File: src/rtl/sched_mac_filtros_pkg.sv
// Shared types and constants for the time-multiplexed IIR MAC sequencer.
package sched_mac_pkg;

  localparam int unsigned SEL_W      = 4;
  localparam int unsigned N_TAPS_DEF = 5;

  // Channel names for the default three-filter arrangement
  localparam int unsigned CH_PB = 0;  // paso-bajo
  localparam int unsigned CH_BP = 1;  // paso-banda
  localparam int unsigned CH_PA = 2;  // paso-alto 20 Hz

  typedef enum logic [2:0] {
    IDLE,
    CLR,
    MAC,
    STORE,
    SHIFT
  } state_t;

endpackage

File: src/rtl/sched_mac_filtros_rr_arbiter.sv
// Grant selection for the shared MAC: round-robin from rr+1 with wrap.
// With SCHED_FIXED_PRIO_EN defined, the lowest pending index always wins and
// the rr input is removed.
module rr_arbiter
  import sched_mac_pkg::*;
#(
  parameter int unsigned N_CH = 3,
  parameter int unsigned CH_W = 2
) (
`ifndef SCHED_FIXED_PRIO_EN
  input  logic [CH_W-1:0] rr,
`endif
  input  logic [N_CH-1:0] pend,
  output logic [N_CH-1:0] gnt,
  output logic [CH_W-1:0] idx
);

  // Scan candidates in priority order; the first pending one is granted
  always_comb begin
    logic             found;
    logic [CH_W-1:0]  ci;
    int unsigned      c;
    gnt   = '0;
    idx   = '0;
    found = 1'b0;
    ci    = '0;
    c     = 0;
    for (int unsigned i = 0; i < N_CH; i++) begin
`ifdef SCHED_FIXED_PRIO_EN
      c = i;
`else
      c = (32'(rr) + i + 1) % N_CH;
`endif
      ci = CH_W'(c);
      if (!found && pend[ci]) begin
        found   = 1'b1;
        gnt[ci] = 1'b1;
        idx     = ci;
      end
    end
  end

endmodule

File: src/rtl/sched_mac_filtros.sv
// Sequencer sharing one MAC datapath among N_CH second-order IIR channels.
// Latches sample requests, arbitrates (round-robin, or fixed priority when
// SCHED_FIXED_PRIO_EN is defined) and drives tap select, accumulator clear,
// history write/shift and output-register load. All outputs are registered.
module sched_mac_filtros
  import sched_mac_pkg::*;
#(
  parameter int unsigned N_CH   = 3,
  parameter int unsigned N_TAPS = N_TAPS_DEF,
  parameter int unsigned CH_W   = (N_CH > 1) ? $clog2(N_CH) : 1
) (
  input  logic             clk,
  input  logic             rst,
  input  logic [N_CH-1:0]  req,
  output logic             busy,
  output logic [CH_W-1:0]  ch_sel,
  output logic [SEL_W-1:0] sel,
  output logic             rst_acum,
  output logic             leer,
  output logic             desp,
  output logic [N_CH-1:0]  leer_y,
  output logic [N_CH-1:0]  overrun
);

  state_t           state, state_n;
  logic [N_CH-1:0]  pend;
  logic [N_CH-1:0]  gnt, gnt_clr;
  logic [CH_W-1:0]  gnt_idx;
  logic [CH_W-1:0]  ch_sel_n;
  logic [SEL_W-1:0] sel_n;
  logic             busy_n, rst_acum_n, leer_n, desp_n;
  logic [N_CH-1:0]  leer_y_n;

`ifndef SCHED_FIXED_PRIO_EN
  logic [CH_W-1:0]  rr, rr_n;
`endif

  rr_arbiter #(
    .N_CH (N_CH),
    .CH_W (CH_W)
  ) u_arb (
`ifndef SCHED_FIXED_PRIO_EN
    .rr   (rr),
`endif
    .pend (pend),
    .gnt  (gnt),
    .idx  (gnt_idx)
  );

  // Next state, grant and the next value of every registered output.
  // Outputs are decoded from the next state so they align with the state.
  always_comb begin
    state_n  = state;
    gnt_clr  = '0;
    ch_sel_n = ch_sel;
    sel_n    = '0;
`ifndef SCHED_FIXED_PRIO_EN
    rr_n     = rr;
`endif
    unique case (state)
      IDLE: begin
        if (|pend) begin
          gnt_clr  = gnt;
          ch_sel_n = gnt_idx;
`ifndef SCHED_FIXED_PRIO_EN
          rr_n     = gnt_idx;
`endif
          state_n  = CLR;
        end
      end
      CLR: begin
        state_n = MAC;
      end
      MAC: begin
        if (sel == SEL_W'(N_TAPS - 1)) begin
          state_n = STORE;
        end else begin
          sel_n = sel + SEL_W'(1);
        end
      end
      STORE: begin
        state_n = SHIFT;
      end
      SHIFT: begin
        state_n = IDLE;
      end
      default: begin
        state_n = IDLE;
      end
    endcase

    busy_n     = (state_n != IDLE);
    rst_acum_n = (state_n == CLR);
    leer_n     = (state_n == STORE);
    desp_n     = (state_n == SHIFT);
    leer_y_n   = (state_n == STORE) ? (N_CH'(1) << ch_sel_n) : '0;
  end

  // State, pending/overrun bookkeeping and output registers
  always_ff @(posedge clk) begin
    if (rst) begin
      state    <= IDLE;
      pend     <= '0;
      overrun  <= '0;
      busy     <= 1'b0;
      ch_sel   <= '0;
      sel      <= '0;
      rst_acum <= 1'b0;
      leer     <= 1'b0;
      desp     <= 1'b0;
      leer_y   <= '0;
`ifndef SCHED_FIXED_PRIO_EN
      rr       <= CH_W'(N_CH - 1);
`endif
    end else begin
      state    <= state_n;
      // A request coinciding with its own grant stays pending (set wins)
      pend     <= (pend & ~gnt_clr) | req;
      overrun  <= overrun | (req & pend & ~gnt_clr);
      busy     <= busy_n;
      ch_sel   <= ch_sel_n;
      sel      <= sel_n;
      rst_acum <= rst_acum_n;
      leer     <= leer_n;
      desp     <= desp_n;
      leer_y   <= leer_y_n;
`ifndef SCHED_FIXED_PRIO_EN
      rr       <= rr_n;
`endif
    end
  end

endmodule
File: config.mk
export PLATFORM = sky130hd
export DESIGN_NAME = sched_mac_filtros
export DESIGN_NICKNAME = d
export VERILOG_FILES = /design/src/rtl/sched_mac_filtros_pkg.sv /design/src/rtl/sched_mac_filtros_rr_arbiter.sv /design/src/rtl/sched_mac_filtros.sv
export SDC_FILE = /design/constraint.sdc
export NUM_CORES = 1
export LEC_CHECK = 0
export CAP_MARGIN = 30
export CORE_UTILIZATION = 46
export CTS_BUF_LIST = sky130_fd_sc_hd__clkbuf_16
export DETAILED_ROUTE_END_ITERATION = 8
export PLACE_DENSITY_LB_ADDON = 0.12
export REMOVE_ABC_BUFFERS = 1
export SKIP_CTS_REPAIR_TIMING = 1
export SLEW_MARGIN = 25
export SYNTH_ARGS = -nofsm -noshare
export SYNTH_HDL_FRONTEND = slang
export SYNTH_SLANG_ARGS = --single-unit
export TNS_END_PERCENT = 30
File: constraint.sdc
create_clock -name clk -period 2 [get_ports clk]
set_input_delay 0.5 -clock clk [delete_from_list [all_inputs] [get_ports clk]]
set_output_delay 0.5 -clock clk [all_outputs]
set_load 0.02 [all_outputs]
==> impl_metrics.py <==
metrics = {
    "sta": {
        "worst_slew_pin_slew_ns": 0.317,
        "min_period_ns": 1.91,
        "fmax_mhz": 525,
        "hold_violations": 0,
        "slew-limit-headroom_pct": 78.2,
        "drv_slew": 0,
        "setup_viol": 0,
        "fin_worst_skew_ns": 0.00362,
        "tns_ns": 0,
        "period_share_pct": 95.3,
        "setup_ws_ns": 0.0935,
    },
    "setup_path": {
        "path_depth": 8,
        "critical_path_required_ns": 2.15,
        "cp-start-kind": "flip-flop",
        "crit_family": "compound AO/OA/AOI/OAI gates",
        "cp_cell_sequence": "inv_1 -> ha_1 -> buf_4 -> nand4bb_1 -> a31oi_1 -> a31oi_2 -> o311a_1 -> o21ba_2",
        "endpoint_kind": "flip-flop",
        "r2r_start": "rr[1]$_SDFFE_PP1P_",
        "path_buf_inv": 2,
        "cpPeakStageDelay_ns": 0.37,
        "reg2reg_to": "overrun[1]$_SDFF_PP0_",
        "cp-endpoint": "overrun[1]$_SDFF_PP0_",
        "worstRegToRegCells": 8,
        "cp.arrival_ns": 2.06,
        "crit_fanout": 9,
        "regToRegSetupSlack_ns": 0.09,
        "slowest_stage": "dfxtp_2",
        "worstSetupPathType": "reg -> reg",
        "crit_start": "rr[1]$_SDFFE_PP1P_",
    },
    "routing": {
        "drt_iter0_drc": 27,
        "dr.pass1.iters": 4,
        "wl_per_cell_um": 13.6,
        "vias": 1025,
        "vias_per_cell": 5.57,
        "antenna_left": 0,
        "routed_wl_mm": 2.50,
        "drc": 0,
    },
    "floorplanning": {
        "fp.dieH_um": 53.7,
        "core_area_sq_um": 2500,
        "ios": 21,
        "die_w_um": 53.7,
        "rows": 18,
        "start_util_pct": 49.2,
        "dieArea_sq_um": 2890,
    },
    "hold_path": {
        "min_path_type": "reg -> reg",
    },
    "cts": {
        "insertion_delay_ns": 0.25,
        "cts_tree": "done",
        "clk_path_buf_depth": 2,
        "clock-sinks": 24,
        "numCtsBuffers": 3,
        "h-tree-depth": 1,
        "root_buffer": "clkbuf_16",
        "cts.clk_slew.worst_paths_ns": 0.06,
    },
    "grt": {
        "antenna_found_initial": 0,
        "grt_pass1_vias": 918,
        "grt_use_total_pct": 20.5,
        "overflow": 0,
        "grt_pass1_wl_mm": 4.20,
        "grt_start_max_net_pins": 15,
    },
    "final_layout": {
        "syn_to_final_growth_pct": 27.1,
        "drive_above_1_share_pct": 16.2,
        "insertedDiodeCount": 0,
        "final_area_sq_um": 1570,
        "stdcell_count": 184,
        "multiInputGateArea_sq_um": 681,
        "nets": 166,
        "fill_cells": 224,
        "seq_area_sq_um": 482,
    },
    "logic_synthesis": {
        "synth_edf_count": 0,
        "syn_area_sq_um": 1230,
        "synth_area_per_cell_sq_um": 9.40,
        "ys_seq_area_share_pct": 39.0,
        "syn_inst": 131,
        "synth_cell_type_count": 47,
        "synth_warnings": 0,
        "synth_flop_cell": "dfxtp_1",
        "ys_async_sr_fraction_pct": 0,
        "yosys_register_bits": 24,
    },
    "placement": {
        "postPlaceCellArea_sq_um": 1450,
        "io_buffers": 20,
        "pre_cts_slack_ns": -0.0507,
        "dp.cells": 180,
        "dp_hpwl_mm": 1.86,
        "gp_congestion": 0.920,
    },
    "power_and_ir_drop": {
        "power_mw": 2.20,
        "irDropWorstVdd_v": 0.00111,
        "p_leak_nw": 0.608,
        "cellPowerDensity_nw_per_um2": 1410,
    },
    "run": {
        "cap_violations": 0,
    },
    "status": {
        "status": "complete, no violations",
    },
}
[flip-flops by register name, summed over array words and instances, names as in the netlist, 2 cells and up]
signal   cells
state        3
pend         3
rr           2
leer_y       3
sel          4
overrun      3
ch_sel       2
[synthesized netlist by cell type (2+ instances only)]
cell type / count / share of area [%]
buf_6: 3 / 2.7
nand2b_1: 2 / 1.0
ha_1: 6 / 6.1
o31ai_1: 4 / 2.4
inv_1: 11 / 3.4
nor3_1: 5 / 2.0
mux2i_1: 3 / 2.4
xnor2_1: 2 / 1.4
nand2_1: 3 / 0.91
dfxtp_1: 24 / 39
o21a_1: 2 / 1.2
nor3_2: 2 / 1.6
buf_4: 3 / 1.8
nor2_1: 12 / 3.7
nand3_1: 5 / 2.0
a31oi_1: 2 / 1.0
nand3b_1: 4 / 2.4
a21oi_1: 4 / 1.6
and3_1: 2 / 1.0
o21ai_0: 4 / 1.6
nor2b_1: 2 / 1.0
[layout by cell type (no fill, tap or decap), types with 2 or more instances in the layout]
master | Yosys | final
dfxtp_1 | 24 | 23
clkdlybuf4s50_1 | 0 | 20
nor2_1 | 12 | 12
inv_1 | 11 | 11
buf_4 | 3 | 6
nand3_1 | 5 | 5
nor3_1 | 5 | 5
ha_1 | 6 | 5
nand3b_1 | 4 | 4
o21ai_0 | 4 | 4
o31ai_1 | 4 | 4
a21oi_1 | 4 | 4
nand2_1 | 3 | 3
clkbuf_16 | 0 | 3
and3_1 | 2 | 2
mux2i_1 | 3 | 2
nor2b_1 | 2 | 2
nor3_2 | 2 | 2
nand2b_1 | 2 | 2
xnor2_1 | 2 | 2
o21a_1 | 2 | 2
[area by class of cell]
| cell class | count | area share [%] |
|---|---|---|
| repair buffers | 26 | 15.7 |
| multi-input cells | 89 | 43.5 |
| clock buffers | 3 | 4.80 |
| inverters | 11 | 2.64 |
| well taps | 30 | 2.40 |
| flip-flops and latches | 24 | 30.8 |
| clock inverters | 1 | 0.240 |
[stage by stage]
stage	utilization (%)	hold slack, ns
6_report	62.6	0.479
5_1_grt	62.6	0.503
4_1_cts	61.3	0.486
3_5_place_dp	58.2	0.471
3_3_place_gp	58.2	0.466
2_1_floorplan	-	0.473
[metal layers]
layer / wire length [um] / GRT usage (%) / part of all wire [%] / vias to the layer above
li1: - / - / - / 516
met1: 1100 / 26.5 / 44 / 467
met2: 1220 / 32.9 / 49 / 38
met3: 122 / 3.11 / 4.9 / 4
met4: 44 / 10.5 / 1.8 / 0
met5: 0 / 0 / 0 / -
[power by group]
group | total, mW | internal, mW | switching [mW]
clock | 0.425 | 0.267 | 0.158
sequential | 0.675 | 0.572 | 0.103
combinational | 1.10 | 0.526 | 0.576
[cells by family after synthesis]
kind of cell,Yosys count,share of synthesized area (%)
AO/OA/AOI/OAI,32,20.1
XOR/XNOR,3,2.13
flip-flops,24,39.0
buffers and inverters,18,8.23
multiplexers,4,3.66
AND/OR/NAND/NOR,44,20.7
adder cells (fa/ha/maj),6,6.10
[tightest hold or removal path, cell delays in order (launching register included)]
cell and delay (ns):
dfxtp_1 0.32, inv_1 0.05, o32ai_1 0.07
[how the worst min path moves through the flow]
stage / cells after the start / slack, ns / endpoint / startpoint
2_1_floorplan: 1 / 0.47 / state[0]$_SDFF_PP0_ / state[2]$_SDFF_PP0_
3_3_place_gp: 1 / 0.47 / sel[0]$_SDFF_PP0_ / sel[0]$_SDFF_PP0_
3_5_place_dp: 2 / 0.47 / overrun[0]$_SDFF_PP0_ / overrun[0]$_SDFF_PP0_
4_1_cts: 2 / 0.49 / overrun[0]$_SDFF_PP0_ / overrun[0]$_SDFF_PP0_
5_1_grt: 1 / 0.50 / overrun[1]$_SDFF_PP0_ / overrun[1]$_SDFF_PP0_
6_report: 2 / 0.48 / overrun[0]$_SDFF_PP0_ / overrun[0]$_SDFF_PP0_
Power figures use the tool's default switching activity.
